**src/rtl/fsm_decoder_if.sv**
```systemverilog
`default_nettype none
// ============================================================================
// Module  : fsm_decoder_if
// Brief   : Sample-in / decode-out bundle for the i/j state-trace decoder.
// Revision: 1.0
// ============================================================================
interface fsm_decoder_if #(
    parameter int ERR_W = 8
);
    logic             in_valid;
    logic             x;
    logic             y;
    logic             out_valid;
    logic             i_out;
    logic             j_out;
    logic             j_known;
    logic             err;
    logic             locked;
    logic [ERR_W-1:0] err_cnt;

    modport master (
        output in_valid, x, y,
        input  out_valid, i_out, j_out, j_known, err, locked, err_cnt
    );

    modport slave (
        input  in_valid, x, y,
        output out_valid, i_out, j_out, j_known, err, locked, err_cnt
    );
endinterface
`default_nettype wire

```
**src/rtl/fsm_decoder.sv**
```systemverilog
`default_nettype none
// ============================================================================
// Module  : fsm_decoder
// Brief   : Recovers i/j from a 4-state trace; flags illegal hops and relocks.
// Revision: 1.0
// ============================================================================
module fsm_decoder #(
    parameter int ERR_W  = 8,
    parameter int RELOCK = 2
) (
    input  wire logic      clk,
    input  wire logic      rst,
    fsm_decoder_if.slave   bus
);
    typedef enum logic [0:0] {
        LOCK   = 1'b0,
        RESYNC = 1'b1
    } mode_t;

    localparam logic [1:0]       c_ST_A     = 2'b11;
    localparam logic [1:0]       c_ST_B     = 2'b10;
    localparam logic [1:0]       c_ST_C     = 2'b01;
    localparam logic [1:0]       c_ST_D     = 2'b00;
    localparam logic [3:0]       c_RELOCK   = 4'(RELOCK);
    localparam logic [ERR_W-1:0] c_ERR_MAX  = '1;
    localparam logic [ERR_W-1:0] c_ERR_ONE  = ERR_W'(1);

    logic [1:0]       prev_q, prev_d;
    mode_t            mode_q, mode_d;
    logic [3:0]       relock_q, relock_d;
    logic [ERR_W-1:0] err_cnt_q, err_cnt_d;
    logic             out_valid_q, out_valid_d;
    logic             i_q, i_d;
    logic             jk_q, jk_d;
    logic             j_q, j_d;
    logic             err_q, err_d;

    logic [1:0]       w_sample;
    logic             w_legal;
    logic             w_i;
    logic             w_jk;
    logic             w_j;

    assign w_sample = {bus.x, bus.y};

    // Transition table: {legal, i, j_known, j}; j stays 0 whenever j_known is 0.
    always_comb begin
        {w_legal, w_i, w_jk, w_j} = 4'b0000;
        case ({prev_q, w_sample})
            {c_ST_A, c_ST_A}: {w_legal, w_i, w_jk, w_j} = 4'b1000;
            {c_ST_A, c_ST_B}: {w_legal, w_i, w_jk, w_j} = 4'b1100;
            {c_ST_B, c_ST_C}: {w_legal, w_i, w_jk, w_j} = 4'b1100;
            {c_ST_B, c_ST_D}: {w_legal, w_i, w_jk, w_j} = 4'b1000;
            {c_ST_C, c_ST_B}: {w_legal, w_i, w_jk, w_j} = 4'b1100;
            {c_ST_C, c_ST_C}: {w_legal, w_i, w_jk, w_j} = 4'b1011;
            {c_ST_C, c_ST_D}: {w_legal, w_i, w_jk, w_j} = 4'b1010;
            {c_ST_D, c_ST_D}: {w_legal, w_i, w_jk, w_j} = 4'b1100;
            {c_ST_D, c_ST_C}: {w_legal, w_i, w_jk, w_j} = 4'b1011;
            {c_ST_D, c_ST_A}: {w_legal, w_i, w_jk, w_j} = 4'b1010;
            default:          {w_legal, w_i, w_jk, w_j} = 4'b0000;
        endcase
    end

    always_comb begin
        prev_d      = prev_q;
        mode_d      = mode_q;
        relock_d    = relock_q;
        err_cnt_d   = err_cnt_q;
        out_valid_d = 1'b0;
        err_d       = 1'b0;
        i_d         = i_q;
        jk_d        = jk_q;
        j_d         = j_q;

        if (bus.in_valid) begin
            prev_d = w_sample;
            if (w_legal) begin
                if (mode_q == LOCK) begin
                    out_valid_d = 1'b1;
                    i_d         = w_i;
                    jk_d        = w_jk;
                    j_d         = w_j;
                end else if (relock_q + 4'd1 == c_RELOCK) begin
                    mode_d   = LOCK;
                    relock_d = 4'd0;
                end else begin
                    relock_d = relock_q + 4'd1;
                end
            end else begin
                err_d    = 1'b1;
                mode_d   = RESYNC;
                relock_d = 4'd0;
                if (err_cnt_q != c_ERR_MAX) begin
                    err_cnt_d = err_cnt_q + c_ERR_ONE;
                end
            end
        end
    end

    always_ff @(posedge clk or posedge rst) begin
        if (rst) begin
            prev_q      <= c_ST_A;
            mode_q      <= LOCK;
            relock_q    <= 4'd0;
            err_cnt_q   <= '0;
            out_valid_q <= 1'b0;
            i_q         <= 1'b0;
            jk_q        <= 1'b0;
            j_q         <= 1'b0;
            err_q       <= 1'b0;
        end else begin
            prev_q      <= prev_d;
            mode_q      <= mode_d;
            relock_q    <= relock_d;
            err_cnt_q   <= err_cnt_d;
            out_valid_q <= out_valid_d;
            i_q         <= i_d;
            jk_q        <= jk_d;
            j_q         <= j_d;
            err_q       <= err_d;
        end
    end

    assign bus.out_valid = out_valid_q;
    assign bus.i_out     = i_q;
    assign bus.j_known   = jk_q;
    assign bus.j_out     = j_q;
    assign bus.err       = err_q;
    assign bus.locked    = (mode_q == LOCK);
    assign bus.err_cnt   = err_cnt_q;
endmodule
`default_nettype wire
```
**src/flat_wrapper.sv**
```systemverilog
// flat-port wrapper written by rule: the top's interface ports become plain ports
module fsm_decoder_flat 
#(
    parameter int ERR_W  = 8,
    parameter int RELOCK = 2
)
  (clk, rst, bus_in_valid, bus_x, bus_y, bus_out_valid, bus_i_out, bus_j_out, bus_j_known, bus_err, bus_locked, bus_err_cnt);
  fsm_decoder_if #(.ERR_W(ERR_W)) bus_i ();
  input  wire logic clk;
  input  wire logic rst;
  input wire logic [$bits(bus_i.in_valid)-1:0] bus_in_valid;
  input wire logic [$bits(bus_i.x)-1:0] bus_x;
  input wire logic [$bits(bus_i.y)-1:0] bus_y;
  output wire logic [$bits(bus_i.out_valid)-1:0] bus_out_valid;
  output wire logic [$bits(bus_i.i_out)-1:0] bus_i_out;
  output wire logic [$bits(bus_i.j_out)-1:0] bus_j_out;
  output wire logic [$bits(bus_i.j_known)-1:0] bus_j_known;
  output wire logic [$bits(bus_i.err)-1:0] bus_err;
  output wire logic [$bits(bus_i.locked)-1:0] bus_locked;
  output wire logic [$bits(bus_i.err_cnt)-1:0] bus_err_cnt;
  assign bus_i.in_valid = bus_in_valid;
  assign bus_i.x = bus_x;
  assign bus_i.y = bus_y;
  assign bus_out_valid = bus_i.out_valid;
  assign bus_i_out = bus_i.i_out;
  assign bus_j_out = bus_i.j_out;
  assign bus_j_known = bus_i.j_known;
  assign bus_err = bus_i.err;
  assign bus_locked = bus_i.locked;
  assign bus_err_cnt = bus_i.err_cnt;
  fsm_decoder #(.ERR_W(ERR_W), .RELOCK(RELOCK)) u_core (.clk(clk), .rst(rst), .bus(bus_i));
endmodule
```
**config.mk**
```make
export PLATFORM = sky130hd
export DESIGN_NAME = fsm_decoder_flat
export DESIGN_NICKNAME = d
export VERILOG_FILES = /design/src/rtl/fsm_decoder_if.sv /design/src/rtl/fsm_decoder.sv /design/src/flat_wrapper.sv
export SDC_FILE = /design/constraint.sdc
export NUM_CORES = 1
export LEC_CHECK = 0
export BUFFER_PORTS_ARGS = -buffer_cell sky130_fd_sc_hd__buf_2
export CAP_MARGIN = 10
export CORE_AREA = 2 2 51 53
export CTS_CLUSTER_DIAMETER = 50
export DETAILED_ROUTE_END_ITERATION = 10
export DIE_AREA = 0 0 53 55
export PLACE_DENSITY = 0.7
export SLEW_MARGIN = 25
export SYNTH_ARGS = -nofsm -noshare
export SYNTH_HDL_FRONTEND = slang
export SYNTH_SLANG_ARGS = --single-unit
```
**constraint.sdc**
```tcl
create_clock -name clk -period 2.3 [get_ports clk]
set_input_delay 0.23 -clock clk [delete_from_list [all_inputs] [get_ports clk]]
set_output_delay 0.23 -clock clk [all_outputs]
set_load 0.05 [all_outputs]
```
==> results.md, run 1 <==
* GRT Total Usage at 15.6%
* Post-Syn Area at 0.00113 sq mm
* Final GP Congestion at 0.820
* Reg power frac at 37.5%
* Critical Path Source Type: register
* Fraction of final layout cells sized beyond drive strength 1 at 33.3%
* CP arrival at 2080 ps
* Vias per cell at 5.45
* Initial Util at 47.8%
* Net count after synthesis at 110
* Clk_lat worst skew at 290 ps
* Worst Max-Slew Pin Slew at 749 ps
* Die Y at 55 um
* CTS tree: yes
* Synth warn at 0
* Relative slew slack at 50.0%
* Critical path class: register to register
* Post-route clock skew at 0.591 ps
* Final Cycle Share at 82.3%
* Yosys top cell area share at 39.9%
* Comb power frac at 45.4%
* Finish-stage setup viols at 0
* Wirelength per Cell at 12.9 um
* Critical Path RT at 2490 ps
* Final instance area at 0.00127 sq mm
* IO Pins at 19
* Die area at 0.00292 sq mm
* Drt first pass iters at 4
* Clk root buf: clkbuf_4
* EDFF count, synth at 0
* Post-route ant nets at 0
* Place WS at 410 ps
* Post-synthesis cell type count at 37
* PortBufs at 18
* Number of max-cap violations at 0
* Core region area at 0.00236 sq mm
* Largest net degree at the start of global routing at 21
* Number of fill cells in the layout at 214
* Fmax achieved at 528 MHz
* Vias at 817
* Fin crit period at 1890 ps
* Nature of the critical path endpoint: register
* Grt total ovfl at 0
* Setup TNS at 0 ps
* P_sw at 736 uW
* CTS max path bufs at 2
* First-pass GRT wire length at 3.33 mm
* PwrDens at 1270 mW/mm^2
* Post-synthesis register bit count at 20
* Vias in the first global route at 790
* # H-tree levels at 1
* # DRC at 0
* Outcome: completed
* Worst Path Max Fanout at 15
* LEAKAGE at 0.604 nW
* Slew Viols, Final at 0
* HP Class: primary input to async pin
* CTS Sinks at 20
* Post-synth top area cell: dfrtp_1
* Int Pwr at 888 uW
* Synth Flop Type: dfrtp_1
* CTS Buf Count at 3
* CTS clk-pin slew, worst paths at 110 ps
* Row count at 18
* Sw frac at 45.3%
* Sequential fraction of the synthesis area at 44.5%
* Async set or reset register ratio after synthesis at 100%
* Final HPWL DP at 1.47 mm
* Worst IR Drop VDD at 0.00122 V
* Drt total wl at 1.94 mm
* # resized after CTS at 0
* Area grow syn2layout at 12.7%
* Setup bufs post-CTS at 0
* Syn avg cell area at 11.1 sq um
* Setup slack after layout at 406 ps
* Total Nets Final at 129
* DRT iter0 DRCs at 16
* RSZ-0062 raised after global routing: false
* Initial antenna violation count at 0
* Top cells by area, synth: dfrtp_1 40%, mux2_4 5.3%, mux2_2 5.0%
* Util after Layout at 53.9%
* Cells after synthesis at 102
* Ant diodes at 0
* Die width at 53 um
* Fin. Hold Viols at 0
* Placed cell areas at 0.00122 sq mm
* Post-CTS Hold Buffers at 0
* Clock power share at 17.2%
## synthesized netlist by cell type, drive strengths merged, types with 2 or more instances
| cell | number |
|---|---|
| nor2b | 2 |
| nand3 | 6 |
| xor2 | 6 |
| ha | 3 |
| nand2 | 6 |
| dfstp | 2 |
| o21ai | 5 |
| buf | 5 |
| nor2 | 3 |
| o311ai | 2 |
| nand4 | 3 |
| nand2b | 4 |
| nor3 | 2 |
| nor3b | 2 |
| mux2 | 9 |
| inv | 8 |
| dfrtp | 18 |
## power groups by stage
stage	logic (mW)	registers, mW	clock network [mW]
floorplan	0.354	0.835	0
global placement	0.721	0.606	0
detailed placement	0.742	0.611	0
CTS	0.744	0.607	0.286
global route	0.799	0.630	0.306
finish	0.737	0.608	0.279
## cell usage in the layout, fill, tap and decap left out, types with 3 or more instances in the layout
| cell type | Yosys | final |
|---|---|---|
| nand2b_1 | 4 | 4 |
| mux2_4 | 4 | 4 |
| xor2_1 | 6 | 6 |
| clkbuf_4 | 0 | 3 |
| inv_1 | 8 | 8 |
| nand4_1 | 3 | 3 |
| nand3_1 | 6 | 6 |
| buf_2 | 2 | 18 |
| dfrtp_1 | 18 | 18 |
| ha_1 | 3 | 3 |
| mux2_2 | 5 | 5 |
| nand2_1 | 5 | 5 |
| o21ai_0 | 5 | 5 |
## sequential cells by signal, summed over array words and instances, names as in the netlist
register,flops
u_core.prev_q,2
u_core.bus.i_out,1
u_core.bus.err_cnt,8
u_core.mode_q,1
u_core.bus.j_out,1
u_core.bus.j_known,1
u_core.bus.out_valid,1
u_core.bus.err,1
u_core.relock_q,4
## final cells by class
class | instances | area (sq um) | area share (%)
Clock buffer | 3 | 22.5 | 1.77
Clock inverter | 1 | 30.0 | 2.36
Inverter | 8 | 30.0 | 2.36
Multi-Input combinational cell | 69 | 553 | 43.4
Sequential cell | 20 | 503 | 39.5
Tap cell | 30 | 37.5 | 2.95
Timing Repair Buffer | 19 | 97.6 | 7.66
## critical path: stages (launching register included)
cell      delay [ps]
dfstp_2          600
and4b_1          210
a211oi_2         140
buf_4            230
and3_1           290
mux2_4           320
## stage by stage
stage,hold slack (ps),power [mW],cells
global placement,380,1.33,146
finish,47.1,1.62,150
global route,101,1.74,150
CTS,67.3,1.64,150
detailed placement,404,1.35,146
floorplan,192,1.19,102
## final timing paths
| path | startpoint | endpoint | slack, ps | cells past startpoint |
|---|---|---|---|---|
| min | rst | u_core.bus.err_cnt[5] | 50 | 2 |
| max reg2reg | u_core.prev_q[1] | u_core.bus.i_out | 410 | 5 |
| min in group clk | bus_y | u_core.prev_q[0] | 260 | 2 |
| max in group asynchronous | rst | u_core.bus.err_cnt[7] | 1780 | 2 |
| max | u_core.prev_q[1] | u_core.bus.i_out | 410 | 5 |
| min reg2reg | u_core.bus.i_out | u_core.bus.i_out | 520 | 1 |
## routing by layer
layer	track usage, %	part of all wire, %
met3	2.69	3.7
met5	0	0
met1	19.7	47
met4	8.12	2.0
met2	26.0	48
## kinds of logic after synthesis
kind of cell	Yosys count	share of synthesized area, %
buffers and inverters	13	6.53
AND/OR/NAND/NOR	34	18.1
XOR/XNOR	6	4.65
multiplexers	10	11.2
adder cells (fa/ha/maj)	3	3.32
AO/OA/AOI/OAI	16	11.7
flip-flops	20	44.5
Power figures use the tool's default switching activity.
==> run 2: changes to the inputs <==
--- a/config.mk
+++ b/config.mk
@@ -5,6 +5,7 @@
 export SDC_FILE = /design/constraint.sdc
 export NUM_CORES = 1
 export LEC_CHECK = 0
+export ABC_AREA = 1
 export BUFFER_PORTS_ARGS = -buffer_cell sky130_fd_sc_hd__buf_2
 export CAP_MARGIN = 10
 export CORE_AREA = 2 2 51 53
==> constraint.sdc (replaced) <==
create_clock -name clk -period 1.9 [get_ports clk]
set_input_delay 0.19 -clock clk [delete_from_list [all_inputs] [get_ports clk]]
set_output_delay 0.19 -clock clk [all_outputs]
set_load 0.05 [all_outputs]
==> run 2 against run 1 <==
Power hardly changed. Wire length is 0.77% higher. First-iteration DRC count is 13% higher. Clock skew is 3.0 ps higher. Flip-flop and latch count stayed put. Sequential share of layout area is 0.31 points lower. Combinational power is 1% higher. Via count is 12% higher. Critical endpoint is now u_core.bus.err_cnt[5]. Maximum frequency is 40% higher. Worst setup slack better by 140 ps.
==> results.md, run 2 <==
* Outcome: completed
* CTS clk-pin slew, worst paths at 110 ps
* Critical R2R Launch: u_core.prev_q[1]
* Critical Path RT at 2140 ps
* Row count at 18
* Post-route ant nets at 0
* Finish-stage setup viols at 0
* Vias in the first global route at 862
* LEAKAGE at 0.705 nW
* Total power at 1.62 mW
* Worst Max-Slew Pin Slew at 762 ps
* Die area at 0.00292 sq mm
* Most common cell in the netlist: nand2_1
* Wirelength per Cell at 10.1 um
* Yosys top cell area share at 39.9%
* Grt total ovfl at 0
* Vias per cell at 4.70
* Fin crit period at 1350 ps
* Async set or reset register ratio after synthesis at 100%
* Placed cell areas at 0.00126 sq mm
* Critical Path Source Type: register
* CTS Sinks at 20
* FF-to-FF End: u_core.bus.err_cnt[5]
* Fmax achieved at 740 MHz
* PortBufs at 18
* IO Pins at 19
* Fraction of final layout cells sized beyond drive strength 1 at 23.2%
* Cells after synthesis at 142
* HP Class: primary input to async pin
* Sequential fraction of the synthesis area at 44.5%
* Critical-path cell list: inv_2, nand2_2, nand2_1, nand2_2, nand3_4, nor2_8, nand2_1, nand2_1
* Net count after synthesis at 150
* Slew Viols, Final at 0
* Drt total wl at 1.95 mm
* Clk_lat worst skew at 290 ps
* EDFF count, synth at 0
* Most frequent cells in the layout: 57 x nand2_1, 18 x buf_2, 18 x dfrtp_1, 16 x inv_1
* Final HPWL DP at 1.52 mm
* Max FFs per register at 8
* Die Y at 55 um
* Post-synthesis register bit count at 20
* Largest net degree at the start of global routing at 21
* Clk root buf: clkbuf_4
* Final Cycle Share at 71.1%
* # H-tree levels at 1
* Initial Util at 47.8%
* Commonest non-fill, non-tap cell in the layout: nand2_1
* Slowest CP cell: dfstp_2
* Nature of the critical path endpoint: register
* Number of max-cap violations at 0
* Synth warn at 0
* Post-CTS Hold Buffers at 0
* Hold slack at 10.1 ps
* RSZ-0062 raised after global routing: false
* First-pass GRT wire length at 3.33 mm
* Worst stage delay on the critical path at 550 ps
* CP arrival at 1590 ps
* CTS tree: yes
* Syn avg cell area at 7.96 sq um
* DRT iter0 DRCs at 18
* Post-synth top cells: 57 x nand2_1, 18 x dfrtp_1, 16 x inv_1, 6 x nor2_1, 6 x o21ai_1
* Core region area at 0.00236 sq mm
* Fin cells at 194
* Top cells by area, synth: dfrtp_1 40%, nand2_1 19%, inv_1 5.3%
* Post-route clock skew at 3.64 ps
* Worst Path Max Fanout at 8
* Worst IR Drop VDD at 0.000740 V
* R2R depth at 8
* Area grow syn2layout at 13.6%
* Post-Syn Area at 0.00113 sq mm
* Post-synth top area cell: dfrtp_1
* Ant diodes at 0
* Critical path class: register to register
* Drt first pass iters at 4
* Dpl cells at 190
* PwrDens at 1270 mW/mm^2
* Setup TNS at 0 ps
* Most Frequent Cell on Critical Path: nand2_1
* Internal reg-to-reg setup slack at 550 ps
* Die width at 53 um
* Synth Flop Type: dfrtp_1
* CTS max path bufs at 2
* Setup bufs post-CTS at 0
* Final GP Congestion at 0.805
* Number of fill cells in the layout at 225
* CTS Buf Count at 3
* Vias at 911
* Relative slew slack at 49.2%
* Fin. Hold Viols at 0
* GRT Total Usage at 15.6%
* # resized after CTS at 0
* # DRC at 0
* Initial antenna violation count at 0
* Post-synthesis cell type count at 23
* Final instance area at 0.00128 sq mm
* Total Nets Final at 173
==> run 2: cell count changes in the layout (fill, tap and decap cells not counted), moves of 3 or more <==
cell	delta
xnor2_1	+4
o21ai_1	+6
inv_2	+3
nand2b_1	-4
nor2_1	+4
inv_1	+8
nand2_1	+52
mux2_2	-5
nand2_2	+4
mux2_4	-4
xor2_1	-4
==> run 2: final cells by class <==
cell class | instances | area, sq um | area share (%)
multi-input combinational | 102 | 547 | 42.6
sequential | 20 | 503 | 39.2
timing repair buffer | 18 | 90.1 | 7.02
inverter | 20 | 80.1 | 6.24
tap | 30 | 37.5 | 2.92
clock buffer | 4 | 26.3 | 2.05
==> run 2: worst max-delay path: cells and delay by family (launching register included) <==
family / cells / cell delay, ps
simple gates: 7 / 680
flops: 1 / 550
buf+inv: 1 / 60
==> run 2: report_power, final <==
group	switching (mW)	total (mW)	internal, mW
Sequential	0.131	0.671	0.540
Clock	0.124	0.206	0.0816
Combinational	0.544	0.748	0.203
==> run 2: per-layer routing <==
metal  global-route usage, %  vias up  share of wire (%)
met4                    7.69        0               0.61
met1                    18.0      413                 48
met5                       0        -                  0
met3                    2.69        2                4.3
met2                    27.9       11                 47
li1                        -      485                  -
==> run 2: cell families after synthesis <==
| logic type | synth area share (%) |
|---|---|
| flip-flops | 44.5 |
| buffers and inverters | 7.09 |
| AO/OA/AOI/OAI | 6.20 |
| XOR/XNOR | 4.65 |
| adder cells (fa/ha/maj) | 3.32 |
| AND/OR/NAND/NOR | 34.2 |
==> run 2: how the worst max path moves through the flow <==
stage,cells past startpoint,start,end,slack (ps)
6_report,8,u_core.prev_q[1],u_core.bus.err_cnt[5],550
4_1_cts,8,u_core.prev_q[1],u_core.bus.err_cnt[7],540
5_1_grt,10,u_core.relock_q[0],u_core.relock_q[0],410
3_3_place_gp,9,u_core.prev_q[1],u_core.bus.err_cnt[6],580
3_5_place_dp,9,u_core.prev_q[1],u_core.bus.err_cnt[0],550
2_1_floorplan,7,u_core.bus.err_cnt[0],u_core.bus.err_cnt[6],260
==> run 2: metrics by stage <==
step	worst slack (ps)	utilization [%]
2_1_floorplan	259	-
3_3_place_gp	584	53.2
3_5_place_dp	554	53.2
4_1_cts	541	54.3
5_1_grt	414	54.3
6_report	549	54.3
